<file path="src/rtl/traffic_pkg.sv">
// Shared channel indices, default timing parameters and counter sizing helper
// for the push-button request path feeding Display_Timer.
package traffic_pkg;

  localparam int unsigned NUM_CH = 2;
  localparam int unsigned CH_PED = 0;
  localparam int unsigned CH_EM  = 1;

  localparam int unsigned SYNC_STAGES_DEFAULT     = 2;
  localparam int unsigned DEBOUNCE_CYCLES_DEFAULT = 4;
  localparam int unsigned HOLDOFF_CYCLES_DEFAULT  = 16;

  // Bits needed to hold 0..max_val, never less than one bit.
  function automatic int unsigned cnt_width(input int unsigned max_val);
    return (max_val > 0) ? $clog2(max_val + 1) : 1;
  endfunction

endpackage

</file>
<file path="src/rtl/btn_channel.sv">
// One button channel: synchroniser, debounce filter, registered rising-edge
// strobe of the debounced level, and the post-issue hold-off counter.
module btn_channel
  import traffic_pkg::*;
#(
  parameter int unsigned SYNC_STAGES     = SYNC_STAGES_DEFAULT,
  parameter int unsigned DEBOUNCE_CYCLES = DEBOUNCE_CYCLES_DEFAULT,
  parameter int unsigned HOLDOFF_CYCLES  = HOLDOFF_CYCLES_DEFAULT
) (
  input  logic clk,
  input  logic reset,
  input  logic raw,
  input  logic issue,
  output logic rise,
  output logic holdoff_zero
);

  localparam int unsigned DB_W = cnt_width(DEBOUNCE_CYCLES);
  localparam int unsigned HO_W = cnt_width(HOLDOFF_CYCLES);
  localparam logic [DB_W-1:0] DB_LAST = DB_W'(DEBOUNCE_CYCLES - 1);
  localparam logic [HO_W-1:0] HO_LOAD = HO_W'(HOLDOFF_CYCLES);

  logic [SYNC_STAGES-1:0] sync;
  logic                   s;
  logic                   db;
  logic [DB_W-1:0]        db_cnt;
  logic [HO_W-1:0]        ho_cnt;
  logic [HO_W-1:0]        ho_next;

  assign s = sync[SYNC_STAGES-1];

  // Hold-off reloads on issue, otherwise counts down and saturates at zero.
  always_comb begin
    ho_next = ho_cnt;
    if (issue) begin
      ho_next = HO_LOAD;
    end else if (ho_cnt != '0) begin
      ho_next = ho_cnt - HO_W'(1);
    end
  end

  always_ff @(posedge clk) begin
    if (!reset) begin
      sync         <= '0;
      db           <= 1'b0;
      db_cnt       <= '0;
      rise         <= 1'b0;
      ho_cnt       <= '0;
      holdoff_zero <= 1'b1;
    end else begin
      sync <= {sync[SYNC_STAGES-2:0], raw};
      rise <= 1'b0;
      // Level only changes after DEBOUNCE_CYCLES consecutive disagreeing samples.
      if (s == db) begin
        db_cnt <= '0;
      end else if (db_cnt == DB_LAST) begin
        db     <= s;
        db_cnt <= '0;
        rise   <= s;
      end else begin
        db_cnt <= db_cnt + DB_W'(1);
      end
      ho_cnt       <= ho_next;
      holdoff_zero <= (ho_next == '0);
    end
  end

endmodule

</file>
<file path="src/rtl/request_conditioner.sv">
// Conditions raw pedestrian/emergency buttons into single-cycle request pulses,
// with one-deep pending latches and emergency-first arbitration.
module request_conditioner
  import traffic_pkg::*;
#(
  parameter int unsigned SYNC_STAGES     = SYNC_STAGES_DEFAULT,
  parameter int unsigned DEBOUNCE_CYCLES = DEBOUNCE_CYCLES_DEFAULT,
  parameter int unsigned HOLDOFF_CYCLES  = HOLDOFF_CYCLES_DEFAULT
) (
  input  logic clk,
  input  logic reset,
  input  logic ped_btn_raw,
  input  logic em_btn_raw,
  output logic ped_button,
  output logic em_button,
  output logic ped_pending,
  output logic em_pending
);

  logic [NUM_CH-1:0] raw;
  logic [NUM_CH-1:0] rise;
  logic [NUM_CH-1:0] holdoff_zero;
  logic [NUM_CH-1:0] pending;
  logic [NUM_CH-1:0] eligible_c;
  logic [NUM_CH-1:0] issue_c;

  assign raw[CH_PED] = ped_btn_raw;
  assign raw[CH_EM]  = em_btn_raw;

  for (genvar ch = 0; ch < NUM_CH; ch++) begin : g_ch
    btn_channel #(
      .SYNC_STAGES     (SYNC_STAGES),
      .DEBOUNCE_CYCLES (DEBOUNCE_CYCLES),
      .HOLDOFF_CYCLES  (HOLDOFF_CYCLES)
    ) u_btn_channel (
      .clk          (clk),
      .reset        (reset),
      .raw          (raw[ch]),
      .issue        (issue_c[ch]),
      .rise         (rise[ch]),
      .holdoff_zero (holdoff_zero[ch])
    );
  end

  // Emergency has strict priority; a losing pedestrian request stays pending.
  always_comb begin
    eligible_c = pending & holdoff_zero;
    issue_c    = '0;
    if (eligible_c[CH_EM]) begin
      issue_c[CH_EM] = 1'b1;
    end else if (eligible_c[CH_PED]) begin
      issue_c[CH_PED] = 1'b1;
    end
  end

  // A rise landing on the issuing edge re-arms the latch.
  always_ff @(posedge clk) begin
    if (!reset) begin
      pending    <= '0;
      ped_button <= 1'b0;
      em_button  <= 1'b0;
    end else begin
      pending    <= (pending & ~issue_c) | rise;
      ped_button <= issue_c[CH_PED];
      em_button  <= issue_c[CH_EM];
    end
  end

  assign ped_pending = pending[CH_PED];
  assign em_pending  = pending[CH_EM];

endmodule

</file>
<file path="config.mk">
export PLATFORM = sky130hd
export DESIGN_NAME = request_conditioner
export DESIGN_NICKNAME = d
export VERILOG_FILES = /design/src/rtl/traffic_pkg.sv /design/src/rtl/btn_channel.sv /design/src/rtl/request_conditioner.sv
export SDC_FILE = /design/constraint.sdc
export NUM_CORES = 1
export LEC_CHECK = 0
export CORE_AREA = 10 10 77 66
export CTS_CLUSTER_DIAMETER = 30
export DETAILED_ROUTE_END_ITERATION = 10
export DIE_AREA = 0 0 87 76
export DONT_BUFFER_PORTS = 1
export GPL_ROUTABILITY_DRIVEN = 0
export PLACE_DENSITY = 0.52
export SYNTH_ARGS = -nofsm -noshare
export SYNTH_HDL_FRONTEND = slang
export SYNTH_SLANG_ARGS = --single-unit
</file>
<file path="constraint.sdc">
create_clock -name clk -period 4.03 [get_ports clk]
set_input_delay 0.2015 -clock clk [delete_from_list [all_inputs] [get_ports clk]]
set_output_delay 0.2015 -clock clk [all_outputs]
set_load 0.03 [all_outputs]
</file>
Yosys cells after proc, flatten, opt, wreduce, memory -nomap -nowiden
Index checks and enable logic that the tools add are counted.
{"block": "op_classes", "n_reduce_logical": 10, "mux": 7, "eq_ne": 4, "addsub": 4, "n_bitwise": 9}
{"cell": "two-way mux 5 bit", "count": 4}
{"cell": "OR reduction 3 bit", "count": 4}
{"cell": "zero test 5 bit", "count": 2}
{"cell": "nonzero test 5 bit", "count": 2}
{"cell": "subtractor 5 x 1 -> 5 bit (second input constant)", "count": 2}
{"cell": "adder 3 x 1 -> 3 bit (second input constant)", "count": 2}
{"cell": "== test 3 x 2 -> 1 bit (second input constant)", "count": 2}
{"cell": "inverter 1 bit", "count": 5}
{"cell": "bitwise AND 2 bit", "count": 2}
{"cell": "AND reduction 2 bit", "count": 2}
{"cell": "two-way mux 1 bit", "count": 3}
{"cell": "== test 1 bit", "count": 2}
{"cell": "inverter 2 bit", "count": 1}
{"cell": "bitwise OR 2 bit", "count": 1}
{"block": "totals", "regBits": 30, "output_inout_bits": 4}

Logic depth before layout (Yosys ltp)
Gate-level depths: netlist (run 1).
{"block": "logic_depth", "word_depth": 6, "ltp_mapped": 6}

Hierarchy
Synthesis (run 1) repeated with hierarchy kept, for this count alone.
{"block": "unflattened", "cells_unflattened": 122, "hier_area_um2": 1213.7}
{"mod": "btn_channel at g_ch[1].u_btn_channel", "area_per_inst_um2": 540.5, "cells_per_inst": 54, "n_inst": 1}
{"mod": "btn_channel at g_ch[0].u_btn_channel", "area_per_inst_um2": 531.8, "cells_per_inst": 54, "n_inst": 1}
{"mod": "request_conditioner", "area_per_inst_um2": 141.4, "cells_per_inst": 14, "n_inst": 1}

Worst setup path before layout (run 1)
OpenSTA, ideal clock, no wires.
{"block": "synth_path", "kind": "register to register", "startpoint": "register g_ch[0].u_btn_channel.ho_cnt[0]", "endpoint": "register g_ch[0].u_btn_channel.holdoff_zero", "path_stages_with_launch": 6, "path_slack_ps": 2479, "synth_period_minus_slack_ps": 1551, "t_required_ps": 3942, "setup_time_ps": 88, "arrival_ps": 1463, "n_path_buf": 0, "path_cell_list": "dfxtp_1 inv_1 ha_1 or4b_4 nor3b_4 nor4_2"}
{"block": "synth_via", "elab_chain_len": 4, "elab_cells_between_ends": 5, "classes_between": "1 x add/sub; 2 x mux; 2 x reduce/logical"}
{"item": "from (decl)", "line_no": "btn_channel.sv:27", "source": "logic [HO_W-1:0] ho_cnt;"}
{"item": "from (signal assigned)", "line_no": "btn_channel.sv:63", "source": "ho_cnt <= ho_next;"}
{"item": "subtractor 5 x 1 -> 5 bit / nonzero test 5 bit (equally long branches)", "line_no": "btn_channel.sv:38, btn_channel.sv:37"}
{"item": "two-way mux 5 bit (*)", "line_no": "btn_channel.sv:37", "source": "end else if (ho_cnt != '0) begin"}
{"item": "two-way mux 5 bit (*)", "line_no": "btn_channel.sv:35", "source": "if (issue) begin"}
{"item": "zero test 5 bit (*)", "line_no": "btn_channel.sv:64", "source": "holdoff_zero <= (ho_next == '0);"}
{"item": "to (signal assigned)", "line_no": "btn_channel.sv:64"}
{"item": "to (decl)", "line_no": "btn_channel.sv:15", "source": "output logic holdoff_zero"}
Mark *: on every way between the ends. The rest lies on a longest branch, timed or not.
A chain may end at the register's enable or synchronous reset.

Final worst setup path (run 1)
Ends and elaborated chain as after synthesis.

==> results of run 1 <==
-- cells in the final DEF, fill, tap and decap left out, types with 2 or more instances in the layout --
cell and instances:
a211oi_1 2, clkbuf_8 6, nor3_1 3, or3_1 2, nor2_1 17, o31ai_1 2, nand2_1 3, mux2i_1 2
xnor2_1 5, ha_1 6, inv_1 11, a211oi_2 2, dfxtp_1 30, and4b_1 2, nand2b_1 2, a21oi_1 5
and2_1 5
-- state kept, by name, summed over array words and instances, names as in the netlist --
register and cells:
g_ch.u_btn_channel.ho_cnt 10, g_ch.u_btn_channel.holdoff_zero 2, g_ch.u_btn_channel.db 2, g_ch.u_btn_channel.rise 2
pending 2, em_button 1, ped_button 1, g_ch.u_btn_channel.sync 4
g_ch.u_btn_channel.db_cnt 6
-- metrics by stage --
stage,util [%],power [mW]
floorplan,-,0.633
global placement,34.0,0.671
detailed placement,34.0,0.682
global route,36.6,0.986
finish,36.6,0.920
CTS,36.6,0.930
-- logic make-up after synthesis --
kind of cell / after synthesis / share of synthesized area [%]
AO/OA/AOI/OAI: 16 / 10.4
XOR/XNOR: 5 / 3.69
adder cells (fa/ha/maj): 6 / 6.32
buffers and inverters: 13 / 4.43
flip-flops: 30 / 50.6
multiplexers: 2 / 1.69
AND/OR/NAND/NOR: 44 / 22.9
-- final timing paths --
kind	start	endpoint	slack (ns)	cells after the start
max reg2reg	g_ch[0].u_btn_channel.ho_cnt[0]$_SDFF_PN0_	g_ch[0].u_btn_channel.holdoff_zero$_SDFF_PN1_	2.37	6
min reg2reg	g_ch[1].u_btn_channel.db_cnt[0]$_SDFF_PP0_	g_ch[1].u_btn_channel.db_cnt[0]$_SDFF_PP0_	0.42	1
min	reset	g_ch[0].u_btn_channel.sync[0]$_SDFF_PN0_	0.04	1
max	g_ch[0].u_btn_channel.ho_cnt[0]$_SDFF_PN0_	g_ch[0].u_btn_channel.holdoff_zero$_SDFF_PN1_	2.37	6
-- worst max-delay path, stage by stage, from the launching register on --
cell	delay, ns
dfxtp_1	0.33
inv_1	0.06
ha_1	0.21
or4b_4	0.53
nor2_1	0.14
a211oi_2	0.06
nor4_2	0.24
-- layer usage --
metal / GRT usage, % / part of all wire (%)
met4: 5.18 / 3.4
met1: 7.54 / 48
met2: 9.15 / 43
met5: 0 / 0
met3: 3.85 / 6.0
-- power by group through the flow --
stage / registers, mW / logic (mW) / clock network [mW]
after floorplan: 0.389 / 0.244 / 0
after global placement: 0.400 / 0.271 / 0
after detailed placement: 0.400 / 0.282 / 0
after CTS: 0.394 / 0.285 / 0.251
after global routing: 0.402 / 0.321 / 0.264
final: 0.395 / 0.280 / 0.244
-- area by class of cell --
class | count | area share [%]
multi-input cells | 73 | 40.3
clock inverters | 1 | 0.377
clock buffers | 7 | 6.51
well taps | 44 | 4.15
flip-flops and latches | 30 | 45.3
inverters | 12 | 3.40
==> metrics.txt, run 1 <==
status=finished, final reports clean; final period utilization=41.2%; worst hold path type=in2reg; Final nets=132; CTS tree=yes; post-cts resize count=0; top cell type's share of synthesized area=50.6%; minimum clock period=1.66 ns; initial cell density of the core=32.7%; Worst IR Drop VDD=0.263 mV; Clock Tree Root=clkbuf_8; Psw=292 uW; clock share of power=26.5%; top post-synthesis cells by area=dfxtp_1 51%, ha_1 6.3%, nor2_1 5.4%; critical path class=reg2reg; I/O Buffers=0; most frequent cells after synthesis=30 x dfxtp_1, 17 x nor2_1, 11 x inv_1, 6 x ha_1; post-place setup slack=2.39 ns; pins over their slew limit=0; Max FO, Critical Path=5; Placed Cells=159; ys flop type=dfxtp_1; Slew @ Worst Pin=0.418 ns; Synth Net Count=126; Hold Vio Cnt, Final=0; multi-input logic area=534 sq um; Clk Latency, worst-skew pair=0.28 ns; die width=87 um; setup violators final=0; H-Tree Level Count=2; hold buffers post-CTS=0; maxcap violations=0; Setup Buffers After CTS=0; count leader, synth=dfxtp_1; average size of a mapped cell=10.2 sq um; Seq pwr share=43.0%; worst path required time=4.22 ns; pin count of the biggest net entering global routing=12; Ys Warns=0; # diodes=0; Post-Synthesis Cells=116; via count=771; register area share after synthesis=50.6%; 1st-pass router iterations=3; CTS buffer count=5; CP Capture Type=flip-flop; I/O pins=8; Routed WL=1990 um; area leader, netlist=dfxtp_1; Pleak=0.515 nW; RSZ-0062 raised after global routing=false; synthesis-stage register bit count=30; setup TNS=0 ns; post-route setup slack=2.37 ns; Die Y=76 um; synth unique cells=33; Syn-to-layout area delta=11.7%; power density over the cells=694 nW/um^2; number of synthesized flops with an enable pin=0; total grt overflow=0; Int Power=628 uW; Hold WS=0.0389 ns; Async SR Flop Fraction=0%; Worst setup SP type=flip-flop; Total Routing Usage GR=6.76%; Filler Cells Inserted=371; num rows=20; worst path arrival time=1.85 ns; Placeable Area=3630 sq um; Design Area, Final=1330 sq um; die area=6610 sq um; DR vias/cell=4.62; Rel. slew slack=72.1%; Post-Syn Area=1190 sq um; Max clock buf depth=2; combinational power share=30.5%; vias in the first global route=761; Placed Area=1230 sq um; initial antenna violation count=0; dpl hpwl=1440 um; drt wl/cell=11.9 um; Final Non-Filler Cells=167; Clock Sink Count=30; DR iter-0 viols=26; Sw Ratio=31.7%; layout cells sized above 1=13.0%; # DRC=0; DRT antenna net count=0; CTS clk-pin slew, worst paths=0.06 ns; clock skew=0.00773 ns; FF/Latch Area=601 sq um; Fmax=603 MHz; first-pass GRT wire length=3540 um
(Power assumes the default switching activity.)
==> run 2, diff against run 1 <==
--- a/config.mk
+++ b/config.mk
@@ -5,13 +5,14 @@
 export SDC_FILE = /design/constraint.sdc
 export NUM_CORES = 1
 export LEC_CHECK = 0
+export ABC_AREA = 1
 export CORE_AREA = 10 10 77 66
 export CTS_CLUSTER_DIAMETER = 30
 export DETAILED_ROUTE_END_ITERATION = 10
 export DIE_AREA = 0 0 87 76
 export DONT_BUFFER_PORTS = 1
 export GPL_ROUTABILITY_DRIVEN = 0
-export PLACE_DENSITY = 0.52
+export PLACE_DENSITY = 0.53
 export SYNTH_ARGS = -nofsm -noshare
 export SYNTH_HDL_FRONTEND = slang
 export SYNTH_SLANG_ARGS = --single-unit
==> constraint.sdc (replaced) <==
create_clock -name clk -period 1.55 [get_ports clk]
set_input_delay 0.0775 -clock clk [delete_from_list [all_inputs] [get_ports clk]]
set_output_delay 0.0775 -clock clk [all_outputs]
set_load 0.03 [all_outputs]
==> metrics.txt, run 2 <==
Final nets=174; CTS clk-pin slew, worst paths=0.06 ns; Fmax=789 MHz; minimum clock period=1.27 ns; CP Capture Type=flip-flop; num rows=20; H-Tree Level Count=2; I/O pins=8; flop-to-flop setup slack=0.28 ns; synthesis-stage register bit count=30; status=finished, final reports clean; reg2reg end=g_ch[1].u_btn_channel.holdoff_zero$_SDFF_PN1_; clock share of power=27.2%; Placeable Area=3630 sq um; Design Area, Final=1390 sq um; final period utilization=81.7%; Slowest-stage cell, CP=dfxtp_1; count leader, synth=nand2_1; vias in the first global route=837; Slew @ Worst Pin=0.366 ns; CP Capture Point=g_ch[1].u_btn_channel.holdoff_zero$_SDFF_PN1_; Clk Latency, worst-skew pair=0.28 ns; WP depth=8; Hold Vio Cnt, Final=0; drt wl/cell=9.48 um; Clock Tree Root=clkbuf_8; pins over their slew limit=0; most frequent cells after synthesis=31 x nand2_1, 30 x dfxtp_1, 30 x inv_1, 21 x nor2_1, 8 x nand3_1; biggest regs=g_ch.u_btn_channel.ho_cnt x10, g_ch.u_btn_channel.db_cnt x6, g_ch.u_btn_channel.sync x4; total grt overflow=0; maxcap violations=0; Setup Buffers After CTS=0; Psw=829 uW; Die Y=76 um; reg2reg path depth=8; power density over the cells=1710 nW/um^2; Async SR Flop Fraction=0%; top post-synthesis cells by area=dfxtp_1 49%, nand2_1 9.5%, inv_1 9.2%; CTS tree=yes; Largest register FFs=10; Placed Area=1270 sq um; most common cell after layout, fill and taps aside=nand2_1; Total Routing Usage GR=6.44%; initial antenna violation count=0; dpl hpwl=1400 um; # DRC=0; pin count of the biggest net entering global routing=13; Post-Synthesis Cells=154; Worst path top cell family by delay=simple AND/OR/NAND/NOR gates; Synth Net Count=164; Hold WS=0.00216 ns; post-route setup slack=0.283 ns; via count=889; Worst setup SP type=flip-flop; Largest Register=g_ch.u_btn_channel.ho_cnt; post-place setup slack=0.303 ns; RSZ-0062 raised after global routing=false; Sw Ratio=34.9%; ordered cell list for the critical path=inv_1 -> ha_1 -> nand3_2 -> nand3_1 -> nand2_1 -> nor2_1 -> nor2_1 -> nor2_1; Clock Sink Count=30; synth unique cells=20; area leader, netlist=dfxtp_1; Pleak=0.688 nW; critical path class=reg2reg; most used cell, CP=nor2_1; worst hold path type=in2reg; ys flop type=dfxtp_1; CP startpoint=g_ch[1].u_btn_channel.ho_cnt[0]$_SDFF_PN0_; Filler Cells Inserted=381; Routed WL=1980 um; Worst R2R Start=g_ch[1].u_btn_channel.ho_cnt[0]$_SDFF_PN0_; Ys Warns=0; worst path required time=1.76 ns; Final Non-Filler Cells=209; commonest cells after routing, fill and taps aside=31 x nand2_1, 30 x inv_1, 30 x dfxtp_1, 21 x nor2_1, 8 x nand3_1; DRT antenna net count=0; setup TNS=0 ns; DR vias/cell=4.25; first-pass GRT wire length=3410 um; # diodes=0; CP max stage delay=0.31 ns; CTS buffer count=5; Seq pwr share=41.4%; combinational power share=31.4%; layout cells sized above 1=11.5%; top cell type's share of synthesized area=49.3%; Post-Syn Area=1220 sq um; I/O Buffers=0; post-cts resize count=0; Buf/Inv on CP=1; Max FO, Critical Path=5; Placed Cells=198; setup violators final=0; register area share after synthesis=49.3%; die width=87 um; number of synthesized flops with an enable pin=0; average size of a mapped cell=7.91 sq um; DR iter-0 viols=55; Syn-to-layout area delta=14.2%; 1st-pass router iterations=4; Int Power=1.55 mW; initial cell density of the core=33.6%; Rel. slew slack=75.5%; clock skew=0.00355 ns; worst path arrival time=1.48 ns; die area=6610 sq um; Worst IR Drop VDD=0.607 mV; Max clock buf depth=2
-- run 2: cell count changes after synthesis, moves of 3 or more --
cell     before  now
and2_1        5    0
inv_1        11   30
nand2_1       3   31
nand3_1       1    8
nand3_2       0    3
nand4_1       0    3
nor2_1       17   21
xnor2_1       5    0
xor2_1        0    3
-- run 2: layout make-up --
type / count / area [sq um] / share of cell area, %
repair buffers: 5 / 45.0 / 3.24
clock buffers: 7 / 86.3 / 6.21
inverters: 30 / 113 / 8.09
clock inverters: 1 / 5.00 / 0.360
multi-input cells: 92 / 487 / 35.0
flip-flops and latches: 30 / 601 / 43.2
well taps: 44 / 55.1 / 3.96
-- run 2: how the worst min path moves through the flow --
stage,start,depth (start not counted),endpoint
floorplan,ped_btn_raw,2,g_ch[0].u_btn_channel.sync[0]$_SDFF_PN0_
detailed placement,reset,2,g_ch[1].u_btn_channel.sync[1]$_SDFF_PN0_
global route,reset,2,g_ch[1].u_btn_channel.db_cnt[2]$_SDFF_PP0_
global placement,reset,2,g_ch[0].u_btn_channel.sync[1]$_SDFF_PN0_
CTS,reset,2,g_ch[1].u_btn_channel.db_cnt[2]$_SDFF_PP0_
finish,reset,2,g_ch[1].u_btn_channel.db_cnt[2]$_SDFF_PP0_
-- run 2: metal layers --
metal	vias to the layer above	track usage, %	routed length [um]
li1	485	-	-
met1	389	6.66	945
met2	10	10.3	908
met3	5	3.21	99
met4	0	3.40	28
met5	-	0	0
-- run 2: stage by stage --
step | power, mW | utilization (%)
after floorplan | 1.62 | -
after global placement | 1.71 | 35.0
after detailed placement | 1.74 | 35.0
after CTS | 2.40 | 38.3
after global routing | 2.58 | 38.3
final | 2.38 | 38.3
-- run 2: timing repair --
item / CTS / global route
endpoints found under the hold margin: 12 / 0
setup endpoints to repair: 0 / 0
hold buffers: 3 / 0
-- run 2: cell families after synthesis --
| group | Yosys count | synth area share (%) |
|---|---|---|
| fa+ha+maj | 6 | 6.16 |
| compound gates | 7 | 3.18 |
| simple gates | 76 | 28.4 |
| flops | 30 | 49.3 |
| buf+inv | 32 | 10.8 |
| xor+xnor | 3 | 2.16 |
-- run 2: power by group through the flow --
stage                     sequential, mW  clock (mW)  combinational (mW)
after floorplan                    0.984           0               0.637
after global placement             0.997           0               0.717
after detailed placement            1.00           0               0.737
after CTS                          0.985       0.660               0.751
after global routing                1.00       0.702               0.870
final                              0.984       0.646               0.747
==> run 3, diff against run 2 <==
==> constraint.sdc (replaced) <==
create_clock -name clk -period 1.2 [get_ports clk]
set_input_delay 0.06 -clock clk [delete_from_list [all_inputs] [get_ports clk]]
set_output_delay 0.06 -clock clk [all_outputs]
set_load 0.03 [all_outputs]
==> metrics.txt, run 3 (synthesis results as in run 2) <==
Worst path top cell family by delay=flip-flops; Clk Latency, worst-skew pair=0.28 ns; Routed WL=2210 um; flop-to-flop setup slack=0.08 ns; met2 GRT Util=10.8%; first-pass GRT wire length=3850 um; CTS tree=yes; reg2reg path depth=7; ordered cell list for the critical path=inv_2 -> ha_4 -> nand3_2 -> xor2_1 -> nand2_1 -> nand2_1 -> nor2_1; power density over the cells=2170 nW/um^2; die area=6610 sq um; Placed Area=1290 sq um; Worst IR Drop VDD=0.727 mV; via count=940; num rows=20; CP Capture Point=g_ch[0].u_btn_channel.holdoff_zero$_SDFF_PN1_; commonest cells after routing, fill and taps aside=31 x nand2_1, 26 x inv_1, 25 x dfxtp_1, 21 x nor2_1, 7 x nand3_1; RSZ-0062 raised after global routing=true; pin count of the biggest net entering global routing=9; Rel. slew slack=79.1%; worst hold path type=in2reg; Syn-to-layout area delta=21.0%; most common cell after layout, fill and taps aside=nand2_1; CTS buffer count=5; layout cells sized above 1=19.4%; status=finished, final reports clean; total grt overflow=0; Placeable Area=3630 sq um; Pleak=0.705 nW; dpl hpwl=1550 um; Final nets=180; DRT antenna net count=0; H-Tree Level Count=2; initial antenna violation count=0; final period utilization=93.4%; Largest register FFs=10; worst path required time=1.37 ns; Clock Sink Count=30; most used cell, CP=nand2_1; drt wl/cell=10.3 um; Filler Cells Inserted=363; Max clock buf depth=2; die width=87 um; power after layout=3.20 mW; Clock Tree Root=clkbuf_8; met1 GRT Util=7.54%; CP startpoint=g_ch[0].u_btn_channel.ho_cnt[1]$_SDFF_PN0_; biggest regs=g_ch.u_btn_channel.ho_cnt x10, g_ch.u_btn_channel.db_cnt x6, g_ch.u_btn_channel.sync x4; vias in the first global route=916; GR met3 Demand/Resource=4.59%; busiest layer in global routing=met2; Slowest-stage cell, CP=dfxtp_2; Max FO, Critical Path=4; worst path arrival time=1.29 ns; # DRC=0; CTS clk-pin slew, worst paths=0.06 ns; Die Y=76 um; CP max stage delay=0.32 ns; minimum clock period=1.12 ns; Slew @ Worst Pin=0.313 ns; I/O pins=8; Design Area, Final=1480 sq um; Hold Vio Cnt, Final=0; critical path class=reg2reg; Worst setup SP type=flip-flop; clock skew=0.00346 ns; Worst R2R Start=g_ch[0].u_btn_channel.ho_cnt[1]$_SDFF_PN0_; 1st-pass router iterations=4; reg2reg end=g_ch[0].u_btn_channel.holdoff_zero$_SDFF_PN1_; initial cell density of the core=33.6%; maxcap violations=0; # diodes=0; DR vias/cell=4.39; CP Capture Type=flip-flop; WP depth=7; Fmax=892 MHz; DR iter-0 viols=31; I/O Buffers=0; Total Routing Usage GR=7.26%; Buf/Inv on CP=1; setup violators final=0; setup TNS=0 ns; Largest Register=g_ch.u_btn_channel.ho_cnt; pins over their slew limit=0
## run 3: final cells by class
cell class | instances | area (sq um) | area share [%]
Inverter | 30 | 113 | 7.63
Timing Repair Buffer | 11 | 95.1 | 6.45
Sequential cell | 30 | 607 | 41.1
Clock buffer | 7 | 76.3 | 5.17
Tap cell | 44 | 55.1 | 3.73
Multi-Input combinational cell | 92 | 529 | 35.9
## run 3: worst min path at each step
stage	depth (start not counted)	slack (ns)	to	startpoint
2_1_floorplan	2	0.16	g_ch[0].u_btn_channel.sync[0]$_SDFF_PN0_	ped_btn_raw
3_3_place_gp	2	0.16	g_ch[0].u_btn_channel.sync[0]$_SDFF_PN0_	reset
3_5_place_dp	2	0.16	g_ch[0].u_btn_channel.sync[1]$_SDFF_PN0_	reset
4_1_cts	2	0.004	pending[0]$_SDFF_PN0_	reset
5_1_grt	2	0.07	g_ch[0].u_btn_channel.ho_cnt[4]$_SDFF_PN0_	reset
6_report	2	0.03	pending[0]$_SDFF_PN0_	reset
## run 3: stage by stage
| step | cells | setup slack, ns | utilization, % | hold slack [ns] |
|---|---|---|---|---|
| finish | 214 | 0.0789 | 40.7 | 0.0327 |
| global route | 214 | -0.0191 | 40.7 | 0.0707 |
| CTS | 213 | 0.00198 | 39.3 | 0.00417 |
| detailed placement | 201 | -0.0325 | 35.7 | 0.159 |
| global placement | 201 | -0.0179 | 35.7 | 0.157 |
| floorplan | 154 | 0.0460 | - | 0.158 |
## run 3: routing by layer
layer	vias up	routed length (um)
met4	0	40
met3	4	114
met5	-	0
li1	498	-
met1	427	989
met2	11	1070
## run 3: where the power goes
| part | leakage (nW) | internal (mW) | switching (mW) |
|---|---|---|---|
| clock | 0.0383 | 0.398 | 0.349 |
| combinational | 0.420 | 0.506 | 0.650 |
| sequential | 0.247 | 1.17 | 0.123 |
| total | 0.705 | 2.08 | 1.12 |
## run 3: repair_timing
item,CTS,global route
endpoints found under the hold margin,15,0
pin swaps,0,9
setup endpoints to repair,2,6
setup buffers,0,1
gates resized for setup,2,13
hold buffers,5,0
